===== config.mk =====
export PLATFORM = sky130hd
export DESIGN_NAME = pcie_tx_arbiter
export DESIGN_NICKNAME = d
export VERILOG_FILES = /design/src/rtl/pcie_tx_arbiter.sv
export SDC_FILE = /design/constraint.sdc
export NUM_CORES = 1
export LEC_CHECK = 0
export ABC_AREA = 0
export BUFFER_PORTS_ARGS = -buffer_cell sky130_fd_sc_hd__buf_2
export CELL_PAD_IN_SITES_DETAIL_PLACEMENT = 0
export CELL_PAD_IN_SITES_GLOBAL_PLACEMENT = 2
export CORE_AREA = 3 3 119 121
export CTS_BUF_LIST = sky130_fd_sc_hd__clkbuf_4
export DETAILED_ROUTE_END_ITERATION = 8
export DIE_AREA = 0 0 122 124
export PLACE_DENSITY = 0.89
export SYNTH_ARGS = -nofsm -noshare
export SYNTH_HDL_FRONTEND = slang
export SYNTH_SLANG_ARGS = --single-unit

===== constraint.sdc =====
create_clock -name pcie_clk -period 1.95 [get_ports pcie_clk]
set_clock_uncertainty 0.05 [all_clocks]
set_input_delay 0.4875 -clock pcie_clk [delete_from_list [all_inputs] [get_ports pcie_clk]]
set_output_delay 0.4875 -clock pcie_clk [all_outputs]
set_load 0.02 [all_outputs]

===== src/rtl/pcie_tx_arbiter.sv =====
// Packet-granular round-robin arbiter sharing the PCIe core transmit stream between two TLP sources.
// Define PCIE_TX_ARB_STATS_EN to add per-source packet counters and a buffer-stall cycle counter.
`timescale 1ns/1ps

module pcie_tx_arbiter #(
  parameter int         C_DATA_WIDTH = 64,
  parameter int         KEEP_WIDTH   = C_DATA_WIDTH / 8,
  parameter logic [5:0] MIN_BUF_AV   = 6'd2
) (
  input  logic                    pcie_clk,
  input  logic                    pcie_rst,
  input  logic [5:0]              tx_buf_av,

  input  logic                    s0_req,
  output logic                    s0_ack,
  input  logic                    s0_tvalid,
  output logic                    s0_tready,
  input  logic                    s0_tlast,
  input  logic [KEEP_WIDTH-1:0]   s0_tkeep,
  input  logic [C_DATA_WIDTH-1:0] s0_tdata,
  input  logic [3:0]              s0_tuser,

  input  logic                    s1_req,
  output logic                    s1_ack,
  input  logic                    s1_tvalid,
  output logic                    s1_tready,
  input  logic                    s1_tlast,
  input  logic [KEEP_WIDTH-1:0]   s1_tkeep,
  input  logic [C_DATA_WIDTH-1:0] s1_tdata,
  input  logic [3:0]              s1_tuser,

  output logic                    m_tvalid,
  input  logic                    m_tready,
  output logic                    m_tlast,
  output logic [KEEP_WIDTH-1:0]   m_tkeep,
  output logic [C_DATA_WIDTH-1:0] m_tdata,
  output logic [3:0]              m_tuser
`ifdef PCIE_TX_ARB_STATS_EN
  ,
  output logic [31:0]             pkt_cnt0,
  output logic [31:0]             pkt_cnt1,
  output logic [31:0]             stall_cnt
`endif
);

  typedef enum logic [1:0] {IDLE, GNT0, GNT1} state_t;

  state_t state;
  logic   rr;
  logic   buf_ok;
  logic   s0_done;
  logic   s1_done;

  assign buf_ok  = (tx_buf_av >= MIN_BUF_AV);
  assign s0_done = (state == GNT0) && s0_tvalid && m_tready && s0_tlast;
  assign s1_done = (state == GNT1) && s1_tvalid && m_tready && s1_tlast;

  // rr points at the source that wins a tie; it flips to the other source when a packet finishes.
  always_ff @(posedge pcie_clk or posedge pcie_rst) begin
    if (pcie_rst) begin
      state <= IDLE;
      rr    <= 1'b0;
    end else begin
      case (state)
        IDLE: begin
          if (buf_ok) begin
            if (s0_req && (!s1_req || !rr))
              state <= GNT0;
            else if (s1_req)
              state <= GNT1;
          end
        end
        GNT0: begin
          if (s0_done) begin
            state <= IDLE;
            rr    <= 1'b1;
          end
        end
        GNT1: begin
          if (s1_done) begin
            state <= IDLE;
            rr    <= 1'b0;
          end
        end
        default: state <= IDLE;
      endcase
    end
  end

  // Grant decode; the mux follows the registered state so a reset drops the grant immediately.
  always_comb begin
    s0_ack    = 1'b0;
    s1_ack    = 1'b0;
    s0_tready = 1'b0;
    s1_tready = 1'b0;
    m_tvalid  = 1'b0;
    m_tlast   = 1'b0;
    m_tkeep   = '0;
    m_tdata   = '0;
    m_tuser   = '0;
    case (state)
      GNT0: begin
        s0_ack    = 1'b1;
        s0_tready = m_tready;
        m_tvalid  = s0_tvalid;
        m_tlast   = s0_tlast;
        m_tkeep   = s0_tkeep;
        m_tdata   = s0_tdata;
        m_tuser   = s0_tuser;
      end
      GNT1: begin
        s1_ack    = 1'b1;
        s1_tready = m_tready;
        m_tvalid  = s1_tvalid;
        m_tlast   = s1_tlast;
        m_tkeep   = s1_tkeep;
        m_tdata   = s1_tdata;
        m_tuser   = s1_tuser;
      end
      default: ;
    endcase
  end

`ifdef PCIE_TX_ARB_STATS_EN
  // Packet counters wrap; the stall counter saturates so long stalls stay visible.
  always_ff @(posedge pcie_clk or posedge pcie_rst) begin
    if (pcie_rst) begin
      pkt_cnt0  <= '0;
      pkt_cnt1  <= '0;
      stall_cnt <= '0;
    end else begin
      if (s0_done)
        pkt_cnt0 <= pkt_cnt0 + 32'd1;
      if (s1_done)
        pkt_cnt1 <= pkt_cnt1 + 32'd1;
      if ((state == IDLE) && (s0_req || s1_req) && !buf_ok && (stall_cnt != 32'hFFFF_FFFF))
        stall_cnt <= stall_cnt + 32'd1;
    end
  end
`endif

endmodule


After elaboration in Yosys (flattened, before gate mapping)
Index checks and enable logic that the tools add are counted.
- $lt $le $gt $ge: 1
- equality and inequality tests: 6
- multiplexer cells: 18
- reductions and logical operators: 14
- operators with widths (kind ; number):
    one-hot mux 64 bit (2 select lines) ; 1
    one-hot mux 8 bit (2 select lines) ; 1
    2-to-1 mux 2 bit ; 5
    one-hot mux 4 bit (2 select lines) ; 1
    logical AND 1 bit ; 7
    greater-or-equal comparator 6 x 2 -> 1 bit (second input constant) ; 1
    2-to-1 mux 1 bit ; 6
    inequality test 2 bit (second input constant) ; 3
    one-hot mux 1 bit (2 select lines) ; 3
    one-hot mux 2 bit (3 select lines) ; 1
    AND reduction 4 bit ; 1
    inequality test 3 bit (second input constant) ; 1
    AND reduction 3 bit ; 1
    equality test 2 x 1 -> 1 bit (second input constant) ; 1
    equality test 2 bit (second input constant) ; 1
    zero test 1 bit ; 2
    zero test 2 bit ; 1
    nonzero test 2 bit ; 1
    logical OR 1 bit ; 1
- register bits after elaboration: 3
- input bits: 167
- logic and storage cells: 41

Depth between registers and ports, before layout
Gate-level depths: netlist of the first run.
- depth in word-level cells: 6
- mapped depth: 6
- mapped depth without buffers: 5

Worst setup path after synthesis of the first run
No wires, ideal clock.
- kind: register to output
- start point: register state[0]
- end point: output m_tdata[0]
- arrival: 1.547 ns
- data required time: 1.412 ns
- slack: -0.135 ns
- stages on the path, launching flop included: 7
- path buffers: 2
- cell sequence: dfrtp_1 inv_1 ha_1 buf_2 buf_2 a22oi_1 nor2b_1
- cells in the longest elaborated chain, start to end: 2
- elaborated cells on any way between the ends: 3
- those cells by class: eq/ne: 2; mux: 1
- RTL lines (what ; RTL line ; RTL):
    start: declaration ; 48 ; state_t state;
    start signal: assignment ; 61 ; state <= IDLE;
    start signal: assignment ; 68 ; state <= GNT0;
    start signal: assignment ; 70 ; state <= GNT1;
    equality test 2 bit / equality test 2 x 1 -> 1 bit (equally long branches) ; 101 ; case (state)
    one-hot mux 64 bit (2 select lines) * ; 101 ;
    end: declaration ; 36 ; output logic [C_DATA_WIDTH-1:0] m_tdata,
Every way passes the cells marked *; elsewhere a longest branch is shown, timed or not.

Worst setup path in the final report of the first run
- start point: register state[1]
- end point: output m_tdata[61]
Same word-level chain as after synthesis.

==> impl_metrics.py, run 1 <==
metrics = {
    "timing": {
        "period_share_pct": 111,
        "worst_slew_pin_slew_ps": 386,
        "hold-worst-slack_ps": 53.5,
        "min_period_ps": 2160,
        "final-hold-violation-count": 0,
        "final_max_slew_viol_count": 0,
        "setup_slack_ps": -207,
        "fmaxAchievable_mhz": 464,
        "grt_setup_unrepaired": "true",
        "finalSetupViolCount": 81,
        "maxSlewHeadroom_pct": 74.0,
    },
    "place": {
        "place_congestion": 0.736,
        "dpl.hpwl_um": 6150,
        "io_buffers": 247,
        "preCtsSetupSlack_ps": -7.13,
    },
    "synthesis": {
        "synth_nets": 379,
        "yosysSeqAreaShare_pct": 5.19,
        "syn_inst": 209,
        "ys_seq_elements": 3,
        "yosysWarnings": 0,
        "synthesis.area_um2": 1450,
        "synth.avg_cell_area_um2": 6.92,
        "ys_types": 18,
    },
    "detailed_routing": {
        "viasPerCell": 4.16,
        "detail_route.iter0.violations": 33,
        "finalWirelength_um": 8830,
        "drc": 0,
        "via_count": 2628,
        "ant_nets": 0,
        "drtPass1Iterations": 3,
        "wl_per_cell_um": 14.0,
    },
    "worst_hold_path": {
        "hold_path_class": "in -> async",
    },
    "clock_tree": {
        "ctsLongestPathBuffers": 2,
        "cts_tree": "yes",
        "clock-sinks": 3,
        "cts_buffers": 3,
        "path_clk_slew_ps": 40,
        "clockRootBuffer": "clkbuf_4",
        "htreeDepth": 1,
        "clkLatencyLatePin_ps": 240,
    },
    "power": {
        "power_density_nw_per_um2": 1540,
        "power.leakage_nw": 1.78,
        "peakVddDrop_mv": 0.724,
    },
    "flow_run": {
        "cap_violations": 0,
    },
    "worst_setup_path": {
        "cpMaxStageDelayCell": "dfrtp_1",
        "r2r_cells": 7,
        "cp_max_fo": 34,
        "start_kind": "register",
        "crit_end": "m_tdata[61]",
        "rr_startpoint": "state[1]",
        "max_stage_delay_ps": 420,
        "timing.rr.end": "state[1]",
        "reg2reg_slack_ps": 210,
        "cp_cell_sequence": "inv_2, ha_4, buf_12, a22oi_1, nor2b_2, buf_4",
        "required_ps": 1410,
        "path_class": "reg -> out",
        "end_kind": "primary output",
        "startpoint": "state[1]",
        "arrival_ps": 1620,
    },
    "grt": {
        "grt_max_degree": 40,
        "grt-ovfl-total": 0,
        "antenna_found_initial": 0,
        "track_usage_pct": 9.84,
        "grt_pass1_wl_um": 12100,
        "first_global_vias": 2532,
    },
    "die": {
        "num_io_pins": 249,
        "rows": 42,
        "die_h_um": 124,
        "start_util_pct": 11.0,
        "coreArea_um2": 13200,
        "die_area_um2": 15100,
        "die_w_um": 122,
    },
    "final_layout": {
        "layout.nets": 627,
        "syn2layout_area_growth_pct": 177,
        "drive_gt1_share_pct": 89.3,
        "n_antenna_cell": 0,
    },
    "run_status": {
        "violations": "negative setup slack",
        "status": "complete, but fails checks",
    },
}
==> report_power, final <==
group          total [W]  switching (W)  internal [W]
clock           0.000126      0.0000350     0.0000907
combinational    0.00592        0.00275       0.00316
sequential      0.000114      0.0000243     0.0000900
total            0.00616        0.00281       0.00334
==> metal layers <==
metal / part of all wire, % / vias up / routed length [µm] / GRT usage [%]
li1: - / 1273 / - / -
met4: 0.84 / 0 / 74 / 1.33
met2: 56 / 137 / 4930 / 20.3
met3: 7.6 / 7 / 672 / 1.27
met5: 0 / - / 0 / 0
met1: 36 / 1211 / 3150 / 10.8
==> cell usage in the layout (no fill, tap or decap) <==
cell type / synthesis / routed
buf_2: 19 / 166
nor2b_2: 0 / 76
buf_4: 0 / 62
a22oi_2: 0 / 46
a22oi_1: 78 / 32
buf_6: 0 / 24
buf_12: 0 / 9
nand2_1: 4 / 4
clkbuf_4: 0 / 4
buf_16: 0 / 4
ha_4: 0 / 3
dfrtp_1: 3 / 3
nand3_2: 2 / 2
nand3_1: 2 / 2
a21oi_1: 2 / 2
inv_2: 0 / 2
nor2b_4: 0 / 2
clkbuf_16: 0 / 2
a22oi_4: 1 / 1
nor4_1: 1 / 1
nand3b_1: 1 / 1
nor2_1: 1 / 1
a32oi_1: 1 / 1
and2_4: 0 / 1
and2_2: 2 / 1
inv_1: 3 / 1
mux2i_1: 1 / 1
bufbuf_16: 0 / 1
buf_8: 0 / 1
==> what timing repair did <==
| item | in CTS | in global routing |
|---|---|---|
| pin swaps | 2 | 0 |
| gates resized for setup | 133 | 35 |
| setup endpoints to repair | 82 | 82 |
| gates cloned | 5 | 2 |
| hold buffers | 0 | 0 |
| buffers inserted | 5 | 2 |
==> through the flow <==
| step | power [W] | setup TNS [ps] | std cells | util [%] | cell area (µm²) |
|---|---|---|---|---|---|
| 2_1_floorplan | 0.00308 | 0 | 209 | - | 1650 |
| 3_3_place_gp | 0.00430 | 0 | 614 | 23.6 | 3120 |
| 3_5_place_dp | 0.00438 | -17.2 | 614 | 23.6 | 3120 |
| 4_1_cts | 0.00589 | -12550 | 628 | 28.8 | 3800 |
| 5_1_grt | 0.00657 | -17960 | 632 | 30.4 | 4000 |
| 6_report | 0.00616 | -12160 | 632 | 30.4 | 4000 |
==> cells by family (layout without fill, tap and decap cells) <==
family	Yosys count	count (layout)	share of synthesized area, %
compound gates	82	82	43.3
fa+ha+maj	3	3	2.60
buf+inv	29	276	9.17
flops	3	3	5.19
mux	1	1	0.692
simple gates	91	91	39.1
==> worst min path at each step <==
stage,cells after the start,from,slack (ps),end
floorplan,1,pcie_rst,190,rr
global placement,2,pcie_rst,300,rr
detailed placement,2,pcie_rst,310,rr
CTS,2,pcie_rst,50,state[1]
global route,2,pcie_rst,50,state[1]
finish,2,pcie_rst,50,state[1]
==> cell usage after synthesis (all sizes together) <==
cell	number	area share [%]
a21oi	2	0.69
a22oi	79	42
a32oi	1	0.61
and2	2	1.0
buf	19	6.6
clkbuf	7	1.8
dfrtp	3	5.2
ha	3	2.6
inv	3	0.78
mux2i	1	0.69
nand2	4	1.0
nand3	4	2.1
nand3b	1	0.52
nor2	1	0.26
nor2b	78	34
nor4	1	0.43
==> area by class of cell <==
class / instances / area [µm²]
multi-input cells: 177 / 1710
clock buffers: 4 / 30.0
fillers: 1397 / 9190
inverters: 3 / 11.3
well taps: 176 / 220
repair buffers: 269 / 1950
flip-flops and latches: 3 / 75.1
==> flip-flops by register name (all words and copies together) (netlist names) <==
| name | cells |
|---|---|
| state | 2 |
| rr | 1 |
==> worst max-delay path: cells and delay by family (launching register included) <==
family,cells,cell delay (ps)
AOI/OAI and AO/OA,1,110
adders and majority gates,1,200
buffers and inverters,3,510
and+or+nand+nor,1,130
DFF,1,420
Note: power is estimated with default switching activity, not from simulation.
==> run 2, diff against run 1 <==
HOLD_SLACK_MARGIN = 0.08   (was unset)
RECOVER_POWER = 50   (was unset)
SKIP_LAST_GASP = 1   (was unset)
==> impl_metrics.py, run 2 (synthesized netlist as in run 1, its figures left out) <==
metrics = {
    "run_status": {
        "status": "complete, but fails checks",
        "violations": "negative setup slack",
    },
    "grt": {
        "grtUsageMet1_pct": 10.8,
        "use_met2_pct": 20.0,
        "antenna_found_initial": 0,
        "track_usage_pct": 9.73,
        "busiest_layer": "met2",
        "first_global_vias": 2540,
        "grt-ovfl-total": 0,
        "grt_pass1_wl_um": 12100,
        "grt.met3_usage_pct": 1.18,
        "grt_max_degree": 40,
    },
    "worst_setup_path": {
        "required_ps": 1410,
        "critPathBufInv": 3,
        "start_kind": "register",
        "cp_max_fo": 34,
        "path_depth": 6,
        "cp_cell_sequence": "inv_2, ha_4, buf_12, a22oi_1, nor2b_2, buf_2",
        "cpLargestDelayFamily": "buffers and inverters",
        "cpMaxStageDelayCell": "dfrtp_1",
        "path_class": "reg -> out",
        "max_stage_delay_ps": 420,
        "end_kind": "primary output",
        "r2r_cells": 8,
        "arrival_ps": 1630,
    },
    "power": {
        "power.leakage_nw": 1.78,
        "peakVddDrop_mv": 0.758,
        "pwr-share-clk_pct": 2.0,
        "sw_frac_of_total_pct": 46.7,
        "intPower_w": 0.00320,
        "power_density_nw_per_um2": 1540,
        "switchingPower_w": 0.00280,
        "p_comb_share_pct": 96.1,
        "p_seq_share_pct": 1.9,
    },
    "final_layout": {
        "mostFrequentLayoutCells": "buf_2 (186), nor2b_2 (78), buf_4 (57)",
        "largest_reg_flops": 2,
        "final_common_cell": "buf_2",
        "n_antenna_cell": 0,
        "layout.nets": 630,
        "syn2layout_area_growth_pct": 168,
        "largest_register": "state",
        "drive_gt1_share_pct": 87.4,
        "reg_top3": "state (2), rr (1)",
    },
    "clock_tree": {
        "htreeDepth": 1,
        "clock-sinks": 3,
        "path_clk_slew_ps": 40,
        "cts_tree": "yes",
        "ctsLongestPathBuffers": 2,
        "cts_buffers": 3,
        "clkLatencyLatePin_ps": 230,
        "clockRootBuffer": "clkbuf_4",
    },
    "timing": {
        "maxSlewHeadroom_pct": 74.4,
        "fmaxAchievable_mhz": 461,
        "setup_tns_ps": -12310,
        "final-hold-violation-count": 0,
        "setup_slack_ps": -218,
        "grt_setup_unrepaired": "true",
        "min_period_ps": 2170,
        "worst_slew_pin_slew_ps": 380,
        "final_max_slew_viol_count": 0,
        "finalSetupViolCount": 81,
        "period_share_pct": 111,
    },
    "detailed_routing": {
        "detail_route.iter0.violations": 53,
        "drtPass1Iterations": 4,
        "wl_per_cell_um": 14.0,
        "ant_nets": 0,
        "viasPerCell": 4.15,
        "via_count": 2638,
        "finalWirelength_um": 8860,
        "drc": 0,
    },
    "flow_run": {
        "cap_violations": 0,
    },
    "place": {
        "dpl.hpwl_um": 6150,
        "place_congestion": 0.736,
        "preCtsSetupSlack_ps": -7.13,
        "io_buffers": 247,
    },
    "die": {
        "die_area_um2": 15100,
        "coreArea_um2": 13200,
        "die_h_um": 124,
        "start_util_pct": 11.0,
        "die_w_um": 122,
        "num_io_pins": 249,
        "rows": 42,
    },
    "worst_hold_path": {
        "min_path_cells": 3,
        "hold_path_class": "in -> reg",
    },
}
[run 2: routing by layer]
layer  vias up  routed length (µm)
met3         4                 698
met5         -                   0
met2       138                4850
met4         0                  42
li1       1280                   -
met1      1216                3270
[run 2: what timing repair did]
item,in CTS,in global routing
cloned,5,3
hold buffers,1,0
gates resized for setup,93,31
pin swaps,2,0
buffers inserted,5,3
setup endpoints to repair,82,82
hold endpoints to repair,3,0
[run 2: final cells by class]
class                      count  area (µm²)
inverter                       3        11.3
sequential                     3        75.1
multi-input combinational    177        1660
timing repair buffer         272        1880
clock buffer                   4        30.0
tap                          176         220
fill                        1414        9310
[run 2: worst register-to-register path, cell delays in order, from the launching register on]
cell and delay [ps]:
dfrtp_1 420, ha_4 220, buf_12 150, buf_8 130, buf_4 120, buf_4 130, a22oi_4 230, nand3_2 110
a32oi_1 170
[run 2: power groups by stage]
| stage | sequential [W] | combinational [W] | clock, W |
|---|---|---|---|
| floorplan | 0.000101 | 0.00298 | 0 |
| finish | 0.000114 | 0.00576 | 0.000122 |
| global placement | 0.000105 | 0.00419 | 0 |
| global route | 0.000118 | 0.00614 | 0.000136 |
| detailed placement | 0.000107 | 0.00427 | 0 |
| CTS | 0.000113 | 0.00545 | 0.000132 |
[run 2: final timing paths]
| check | start | endpoint | slack (ps) |
|---|---|---|---|
| worst max-delay path | state[1] | m_tdata[55] | -220 |
| worst min-delay path | s0_req | state[0] | 490 |
| worst max register to register | state[1] | state[1] | 140 |
| worst min register to register | rr | rr | 510 |
| max in group asynchronous | pcie_rst | rr | 1110 |
| min in group asynchronous | pcie_rst | state[1] | 610 |
[run 2: metrics by stage]
step / utilization (%) / instances / hold WS, ps / power [W] / instance area, µm²
floorplan: - / 209 / 191 / 0.00308 / 1650
global placement: 23.6 / 614 / 304 / 0.00430 / 3120
detailed placement: 23.6 / 614 / 308 / 0.00438 / 3120
CTS: 27.9 / 629 / 482 / 0.00569 / 3680
global route: 29.4 / 635 / 501 / 0.00639 / 3880
finish: 29.4 / 635 / 488 / 0.00599 / 3880
